## config.mk

```make
export PLATFORM = sky130hd
export DESIGN_NAME = pwm_multi
export DESIGN_NICKNAME = d
export VERILOG_FILES = /design/src/rtl/pwm_pkg.sv /design/src/rtl/pwm_channel.sv /design/src/rtl/pwm_multi.sv
export SDC_FILE = /design/constraint.sdc
export NUM_CORES = 1
export LEC_CHECK = 0
export CORE_UTILIZATION = 45
export DETAILED_ROUTE_END_ITERATION = 6
export SETUP_SLACK_MARGIN = 0.4
export SYNTH_ARGS = -nofsm -noshare
export SYNTH_HDL_FRONTEND = slang
export SYNTH_SLANG_ARGS = --single-unit
```

## constraint.sdc

```tcl
create_clock -name clk -period 3.65 [get_ports clk]
set_input_delay 0.73 -clock clk [delete_from_list [all_inputs] [get_ports clk]]
set_output_delay 0.73 -clock clk [all_outputs]
set_load 0.01 [all_outputs]
```

## src/rtl/pwm_pkg.sv

```systemverilog
// Shared types and default sizing for the multi-channel PWM generator.
// Imported by the timebase top level and referenced by the per-channel compare.
package pwm_pkg;

    typedef enum logic {
        PWM_EDGE   = 1'b0,
        PWM_CENTER = 1'b1
    } pwm_mode_t;

    localparam int DEFAULT_WIDTH    = 16;
    localparam int DEFAULT_CHANNELS = 4;

endpackage

```

## src/rtl/pwm_channel.sv

```systemverilog
// One PWM output: active duty register plus the registered compare against
// the shared timebase counter.
module pwm_channel #(
    parameter int WIDTH = pwm_pkg::DEFAULT_WIDTH
) (
    input  logic             clk,
    input  logic             rst_n,
    input  logic             enable,
    input  logic             load,
    input  logic [WIDTH-1:0] duty_new,
    input  logic [WIDTH-1:0] cnt,
    output logic             pwm
);

    logic [WIDTH-1:0] duty_act;
    logic             pwm_p1;

    // Compare stage: the current counter value becomes a pin level one cycle later.
    always_ff @(posedge clk or negedge rst_n) begin
        if (!rst_n) begin
            duty_act <= '0;
            pwm_p1   <= 1'b0;
        end else begin
            pwm_p1 <= enable && (cnt < duty_act);
            if (load) begin
                duty_act <= duty_new;
            end
        end
    end

    assign pwm = pwm_p1;

endmodule

```

## src/rtl/pwm_multi.sv

```systemverilog
// Multi-channel PWM: shared edge/center-aligned timebase, shadowed
// configuration that is copied to the active set only at a period boundary.
module pwm_multi #(
    parameter int CHANNELS = pwm_pkg::DEFAULT_CHANNELS,
    parameter int WIDTH    = pwm_pkg::DEFAULT_WIDTH
) (
    input  logic                      clk,
    input  logic                      rst_n,
    input  logic                      enable,
    input  logic                      cfg_valid,
    output logic                      cfg_ready,
    input  logic                      cfg_mode,
    input  logic [WIDTH-1:0]          cfg_period,
    input  logic [CHANNELS*WIDTH-1:0] cfg_duty,
    output logic [CHANNELS-1:0]       pwm_out,
    output logic                      period_tick
);

    import pwm_pkg::*;

    localparam logic [WIDTH-1:0] ONE = WIDTH'(1);
    localparam logic [WIDTH-1:0] TWO = WIDTH'(2);

    logic [WIDTH-1:0]          cnt_p0;
    logic                      dir_down_p0;
    logic                      tick_p1;
    logic                      pending;

    pwm_mode_t                 shadow_mode;
    logic [WIDTH-1:0]          shadow_period;
    logic [CHANNELS*WIDTH-1:0] shadow_duty;
    pwm_mode_t                 act_mode;
    logic [WIDTH-1:0]          act_period;

    logic                      at_top;
    logic                      boundary;
    logic                      accept;
    logic                      load;

    // A two-count center period has no down ramp, so it wraps like edge mode.
    always_comb begin
        at_top = (cnt_p0 == act_period - ONE);
        if (act_period <= ONE) begin
            boundary = 1'b1;
        end else if (act_mode == PWM_EDGE || act_period == TWO) begin
            boundary = at_top;
        end else begin
            boundary = dir_down_p0 && (cnt_p0 == ONE);
        end
    end

    assign accept    = cfg_valid && !pending;
    assign load      = pending && (!enable || boundary);
    assign cfg_ready = !pending;

    // Shadow capture and shadow-to-active copy; the two can never coincide
    // because capture needs an empty shadow and the copy needs a full one.
    always_ff @(posedge clk or negedge rst_n) begin
        if (!rst_n) begin
            pending       <= 1'b0;
            shadow_mode   <= PWM_EDGE;
            shadow_period <= '0;
            shadow_duty   <= '0;
            act_mode      <= PWM_EDGE;
            act_period    <= '0;
        end else begin
            if (accept) begin
                pending       <= 1'b1;
                shadow_mode   <= pwm_mode_t'(cfg_mode);
                shadow_period <= cfg_period;
                shadow_duty   <= cfg_duty;
            end else if (load) begin
                pending    <= 1'b0;
                act_mode   <= shadow_mode;
                act_period <= shadow_period;
            end
        end
    end

    // Timebase stage: counter and direction; every boundary restarts at 0/up.
    always_ff @(posedge clk or negedge rst_n) begin
        if (!rst_n) begin
            cnt_p0      <= '0;
            dir_down_p0 <= 1'b0;
        end else if (!enable || boundary) begin
            cnt_p0      <= '0;
            dir_down_p0 <= 1'b0;
        end else if (act_mode == PWM_EDGE) begin
            cnt_p0 <= cnt_p0 + ONE;
        end else if (dir_down_p0) begin
            cnt_p0 <= cnt_p0 - ONE;
        end else if (at_top) begin
            dir_down_p0 <= 1'b1;
            cnt_p0      <= cnt_p0 - ONE;
        end else begin
            cnt_p0 <= cnt_p0 + ONE;
        end
    end

    // Output stage: tick is aligned with the registered channel compares.
    always_ff @(posedge clk or negedge rst_n) begin
        if (!rst_n) begin
            tick_p1 <= 1'b0;
        end else begin
            tick_p1 <= enable && boundary;
        end
    end

    assign period_tick = tick_p1;

    for (genvar i = 0; i < CHANNELS; i++) begin : g_ch
        pwm_channel #(
            .WIDTH(WIDTH)
        ) u_ch (
            .clk     (clk),
            .rst_n   (rst_n),
            .enable  (enable),
            .load    (load),
            .duty_new(shadow_duty[i*WIDTH +: WIDTH]),
            .cnt     (cnt_p0),
            .pwm     (pwm_out[i])
        );
    end

endmodule

```

==> results.cfg, run 1 <==
[status]
status = finished clean

[cells_and_area]
nets = 1087
stdcell_count = 1224
layout_common_cells = dfrtp_1 (181), clkdlybuf4s50_1 (89), mux2_2 (81)
final_common_cell = dfrtp_1
antenna_cells = 0
utilization_pct = 57.1
syn2layout_area_growth_pct = 22.8
drive_above_1_share_pct = 28.0

[clock_network]
clkTransAtPathRegs_ns = 0.08
htreeDepth = 4
clk_latency_ns = 0.44
cts_root_buffer = clkbuf_16
ctsHoldBuffers = 0
clock_sinks = 185
cts_buffer_depth = 2
cts-buffers-inserted = 17
cts_tree = yes

[place]
pre_cts_slack_ns = 0.272
hpwl_um = 15700
gp_congestion = 0.829
portBuffers = 90
placed_cells = 1171

[synthesis]
synth-warning-count = 0
syn_area_per_cell_um2 = 12.1
synth.top_cell.area_share_pct = 46.6
synth_top_area_cell = dfrtp_1
synth-edff-count = 0
ys_seq_elements = 185
synth_area_leaders = dfrtp_1 (47%), mux2_4 (12%), mux2_2 (9.2%)
yosys.area_share.simple_pct = 9.19
synth_compound_gate_area_share_pct = 7.26
syn-cell-area_um2 = 9930
yosysSeqAreaShare_pct = 46.6
synth_top_family_by_area = multiplexers
synth_ff_type = dfrtp_1
synth.distinct_cells = 62
synth-adder-area-share_pct = 8.32
muxShareOfSynthArea_pct = 21.5
ys_async_sr_fraction_pct = 100
synth_xor_area_share_pct = 2.03
synthesis.nets = 970
syn_inst = 819

[detailed_routing]
drtIter0Drc = 283
drt-total-wl_um = 23500
wl_per_cell_um = 19.2
viasPerCell = 5.46
vias = 6680
drtAntennaViolNets = 0
firstDrtPassIters = 7
drc = 0

[die]
fp.dieW_um = 151
fp.coreArea_um2 = 21400
die_area_um2 = 22700
initial_core_util_pct = 46.5
die_y_um = 151
ios = 91
fp-row-count = 53

[sta]
rsz0062_at_grt = false
clock_skew_ns = 0.0119
tns_ns = 0
fmax_mhz = 316
finalCritPeriodShare_pct = 86.7
layout_setup_ws_ns = 0.487
fin_crit_ns = 3.16
final_hold_viol_count = 0
slew-limit-headroom_pct = 53.9
maxSlewViolCount = 0
tightest_slew_ns = 0.692
setup_violations = 0

[power]
total_power_mw = 7.34
p_per_area_nw_per_um2 = 602
ir_worst_vdd_uv = 263
p_leak_nw = 5.85

[setup_path]
r2r-start = act_period[0]
worstPathMaxFanout = 7
cp-start-kind = flop
reg2reg_to = act_period[1]
critPathKind = flop to flop
crit_required_ns = 3.98
reg2regPathDepth = 11
worstPathArrival_ns = 3.49
crit_path_end_kind = flop
r2r_setup_slack_ns = 0.49

[global_routing]
antenna_found_initial = 1
grt_max_degree = 83
grt_pass1_wl_um = 37100
overflow = 0
grt_usage_pct = 21.6
grt_pass1_vias = 7091

[flow_run]
maxCapViolations = 0

[worst_hold_path]
hold_class = primary input to asynchronous set/reset pin
[cells by family (layout without fill, tap and decap cells)]
family          after synthesis  in the layout
xor+xnor                     23             23
buf+inv                     113            242
fa+ha+maj                    66             66
compound gates              105            105
simple gates                164            165
mux                         163            163
flops                       185            185
[stage by stage]
stage | instance area [um2] | hold WS (ns)
floorplan | 9930 | 0.434
global placement | 11200 | 0.469
detailed placement | 11200 | 0.477
CTS | 11900 | 0.176
global route | 12200 | 0.177
finish | 12200 | 0.168
[worst max-delay path by stage]
stage | depth (start not counted) | to | start
after global placement | 12 | act_period[1] | act_period[0]
after floorplan | 11 | cnt_p0[14] | act_period[0]
after global routing | 12 | act_period[4] | act_period[0]
after CTS | 12 | act_period[11] | act_period[0]
final | 11 | act_period[1] | act_period[0]
after detailed placement | 11 | g_ch[3].u_ch.duty_act[8] | act_period[0]
[state kept, by name, summed over array words and instances, names as in the netlist]
register            count
shadow_mode             1
pending                 1
shadow_duty            64
act_mode                1
dir_down_p0             1
act_period             16
cnt_p0                 16
shadow_period          16
g_ch.u_ch.duty_act     64
g_ch.u_ch.pwm           4
period_tick             1
[power by group]
| part | switching, mW | internal [mW] | leakage (nW) |
|---|---|---|---|
| clock | 0.948 | 0.947 | 0.289 |
| sequential | 0.492 | 2.67 | 2.20 |
| combinational | 0.917 | 1.37 | 3.36 |
[worst max-delay path: stages (launching register included)]
cell and delay (ns):
dfrtp_2 0.45, inv_2 0.10, ha_4 0.16, or4b_4 0.50, nor2_1 0.15, a311oi_1 0.11
a22o_1 0.30, or2_4 0.28, o21ai_4 0.29, nand2_4 0.17, clkbuf_16 0.23, mux2_4 0.30
[final cells by class]
type / count / area, um2
fill: 1763 / 9170
multi-input combinational: 522 / 4910
sequential: 185 / 4630
timing repair buffer: 137 / 1420
clock buffer: 18 / 439
tap: 275 / 344
inverter: 73 / 274
clock inverter: 14 / 168
[metal layers]
layer / vias up / part of all wire [%] / GRT usage [%]
met3: 32 / 3.5 / 3.58
li1: 3143 / - / -
met1: 3355 / 46 / 28.0
met2: 150 / 49 / 36.3
met5: - / 0 / 0
met4: 0 / 1.9 / 7.53
[what timing repair did]
action / in CTS / in global routing
buffers inserted: 1 / 12
setup endpoints to repair: 91 / 94
hold endpoints to repair: 0 / 0
pin swaps: 1 / 4
gates cloned: 1 / 7
resized for setup: 11 / 18
[synth_stat cells, drive strengths merged (2+ instances only)]
| cell type | n |
|---|---|
| nor4b | 5 |
| a21o | 18 |
| nor3 | 20 |
| a22o | 2 |
| nand4 | 7 |
| nor2b | 11 |
| nor2 | 27 |
| ha | 66 |
| o2111ai | 2 |
| o21ai | 19 |
| xnor2 | 16 |
| buf | 14 |
| nand3 | 20 |
| nor4 | 7 |
| a31oi | 4 |
| a211oi | 3 |
| dfrtp | 185 |
| nand2 | 21 |
| o211a | 2 |
| inv | 73 |
| and3 | 5 |
| o311ai | 4 |
| o41a | 3 |
| mux2 | 162 |
| and2 | 3 |
| and4 | 3 |
| clkbuf | 26 |
| a32oi | 2 |
| a221oi | 5 |
| or3 | 13 |
| o21a | 2 |
| xor2 | 7 |
| a311oi | 2 |
| nand3b | 2 |
| a21oi | 28 |
| or4 | 4 |
| nand2b | 8 |
| or2 | 3 |
No activity file was read; power rests on OpenSTA's default activity.
==> run 2, diff against run 1 <==
CORE_UTILIZATION = 40   (was 45)
==> run 2 against run 1 <==
Net effect: combinational power is 2% lower; critical path depth is 2 lower; final area is 0.40% higher; clock power is 3% lower; sequential power hardly changed; maximum frequency hardly changed; sequential cell count stayed put; worst setup slack worse by 0.0014 ns; global-route usage is 4.1 points lower; register-to-register slack hardly changed.
==> results.cfg, run 2 (same netlist as run 1, synthesis figures left out) <==
[place]
portBuffers = 90
hpwl_um = 14900
gp_congestion = 0.841

[global_routing]
grt_usage_pct = 17.5
overflow = 0
grt_max_degree = 69
antenna_found_initial = 0
grt_pass1_vias = 6581
grt_pass1_wl_um = 34700

[detailed_routing]
drtAntennaViolNets = 0
drtIter0Drc = 405
vias = 6526
wl_per_cell_um = 17.8
drc = 0
firstDrtPassIters = 5
viasPerCell = 5.13
drt-total-wl_um = 22600

[setup_path]
crit_slowest_cell = or4_1
cp-start-kind = flop
critPathKind = flop to flop
worstPathArrival_ns = 3.49
crit_required_ns = 3.97
critPathMaxStageDelay_ns = 0.48
worst_path_dominant_cell_family = simple AND/OR/NAND/NOR gates
crit_top_cell = or3_1
worstPathMaxFanout = 6
path_cells = or3_1, or4_1, o32ai_1, o22ai_2, or3_1, o21ai_4, nand2_4, clkbuf_16, mux2_4
crit_buf_inv = 1
crit_path_end_kind = flop

[die]
fp.dieW_um = 160
fp-row-count = 57
ios = 91
initial_core_util_pct = 40.8
die_area_um2 = 25400
fp.coreArea_um2 = 24300
die_y_um = 160

[sta]
fmax_mhz = 316
final_hold_viol_count = 0
finalCritPeriodShare_pct = 86.7
rsz0062_at_grt = false
tns_ns = 0
maxSlewViolCount = 0
slew-limit-headroom_pct = 59.0
clock_skew_ns = 0.0131
fin_crit_ns = 3.16
tightest_slew_ns = 0.600
setup_violations = 0

[clock_network]
cts_buffer_depth = 2
clock_sinks = 185
cts_tree = yes
clk_latency_ns = 0.45
ctsHoldBuffers = 0
htreeDepth = 4
cts_root_buffer = clkbuf_16
cts-buffers-inserted = 17
clkTransAtPathRegs_ns = 0.08

[worst_hold_path]
hold_class = primary input to asynchronous set/reset pin

[cells_and_area]
final_common_cell = dfrtp_1
layout_common_cells = dfrtp_1 (181), clkdlybuf4s50_1 (89), mux2_2 (81)
largest_registers = g_ch.u_ch.duty_act: 64 flops, shadow_duty: 64 flops
antenna_cells = 0
nets = 1087
drive_above_1_share_pct = 27.8
syn2layout_area_growth_pct = 23.3

[status]
status = finished clean

[power]
p_leak_nw = 5.83
ir_worst_vdd_uv = 271
p_per_area_nw_per_um2 = 592
total_power_mw = 7.24

[flow_run]
maxCapViolations = 0
run 2: path summary, 6_finish.rpt:
kind                                 start                   endpoint  slack [ns]  depth (start not counted)
setup / recovery             act_period[2]              act_period[7]        0.49                          9
hold / removal                       rst_n          shadow_period[12]        0.30                          1
setup reg to reg             act_period[2]              act_period[7]        0.49                          9
hold reg to reg            shadow_duty[27]  g_ch[1].u_ch.duty_act[11]        0.51                          1
max in group asynchronous            rst_n   g_ch[3].u_ch.duty_act[7]        2.53                          2
min in group clk           shadow_duty[27]  g_ch[1].u_ch.duty_act[11]        0.51                          1
run 2: cell type report:
cell class                 count  area [um2]
fill                        2117       12100
multi-input combinational    522        4900
sequential                   185        4630
timing repair buffer         137        1430
clock buffer                  18         429
tap                          324         405
inverter                      73         274
clock inverter                14         161
run 2: layer usage:
metal | global-route usage [%] | routed length (um) | vias up
li1 | - | - | 3138
met1 | 23.6 | 10500 | 3175
met2 | 27.5 | 10500 | 173
met3 | 3.88 | 1000 | 40
met4 | 6.21 | 567 | 0
met5 | 0 | 0 | -
run 2: report_power, final:
| group | internal [mW] | switching [mW] | total (mW) |
|---|---|---|---|
| Combinational | 1.35 | 0.886 | 2.24 |
| Clock | 0.917 | 0.919 | 1.84 |
| Sequential | 2.67 | 0.496 | 3.16 |
| Total | 4.94 | 2.30 | 7.24 |
run 2: stage by stage:
step | setup slack [ns] | hold WS (ns) | instances | cell area [um2] | util (%)
detailed placement | 0.225 | 0.491 | 1221 | 11300 | 46.4
CTS | 0.405 | 0.330 | 1254 | 11900 | 48.9
floorplan | 0.522 | 0.434 | 819 | 9930 | -
global route | 0.393 | 0.345 | 1273 | 12200 | 50.3
global placement | 0.308 | 0.479 | 1221 | 11300 | 46.4
finish | 0.486 | 0.304 | 1273 | 12200 | 50.3
run 2: timing repair:
item                                    CTS  global route
setup buffers                             1            10
pin swaps                                 1             6
endpoints found under the hold margin     0             0
endpoints found under the setup margin   82            96
resized for setup                         3            25
gates cloned                              0             9
run 2: worst register-to-register path: stages (launching register included):
cell       delay [ns]
dfrtp_2          0.45
or3_1            0.43
or4_1            0.48
o32ai_1          0.16
o22ai_2          0.15
or3_1            0.38
o21ai_4          0.28
nand2_4          0.19
clkbuf_16        0.22
mux2_4           0.30
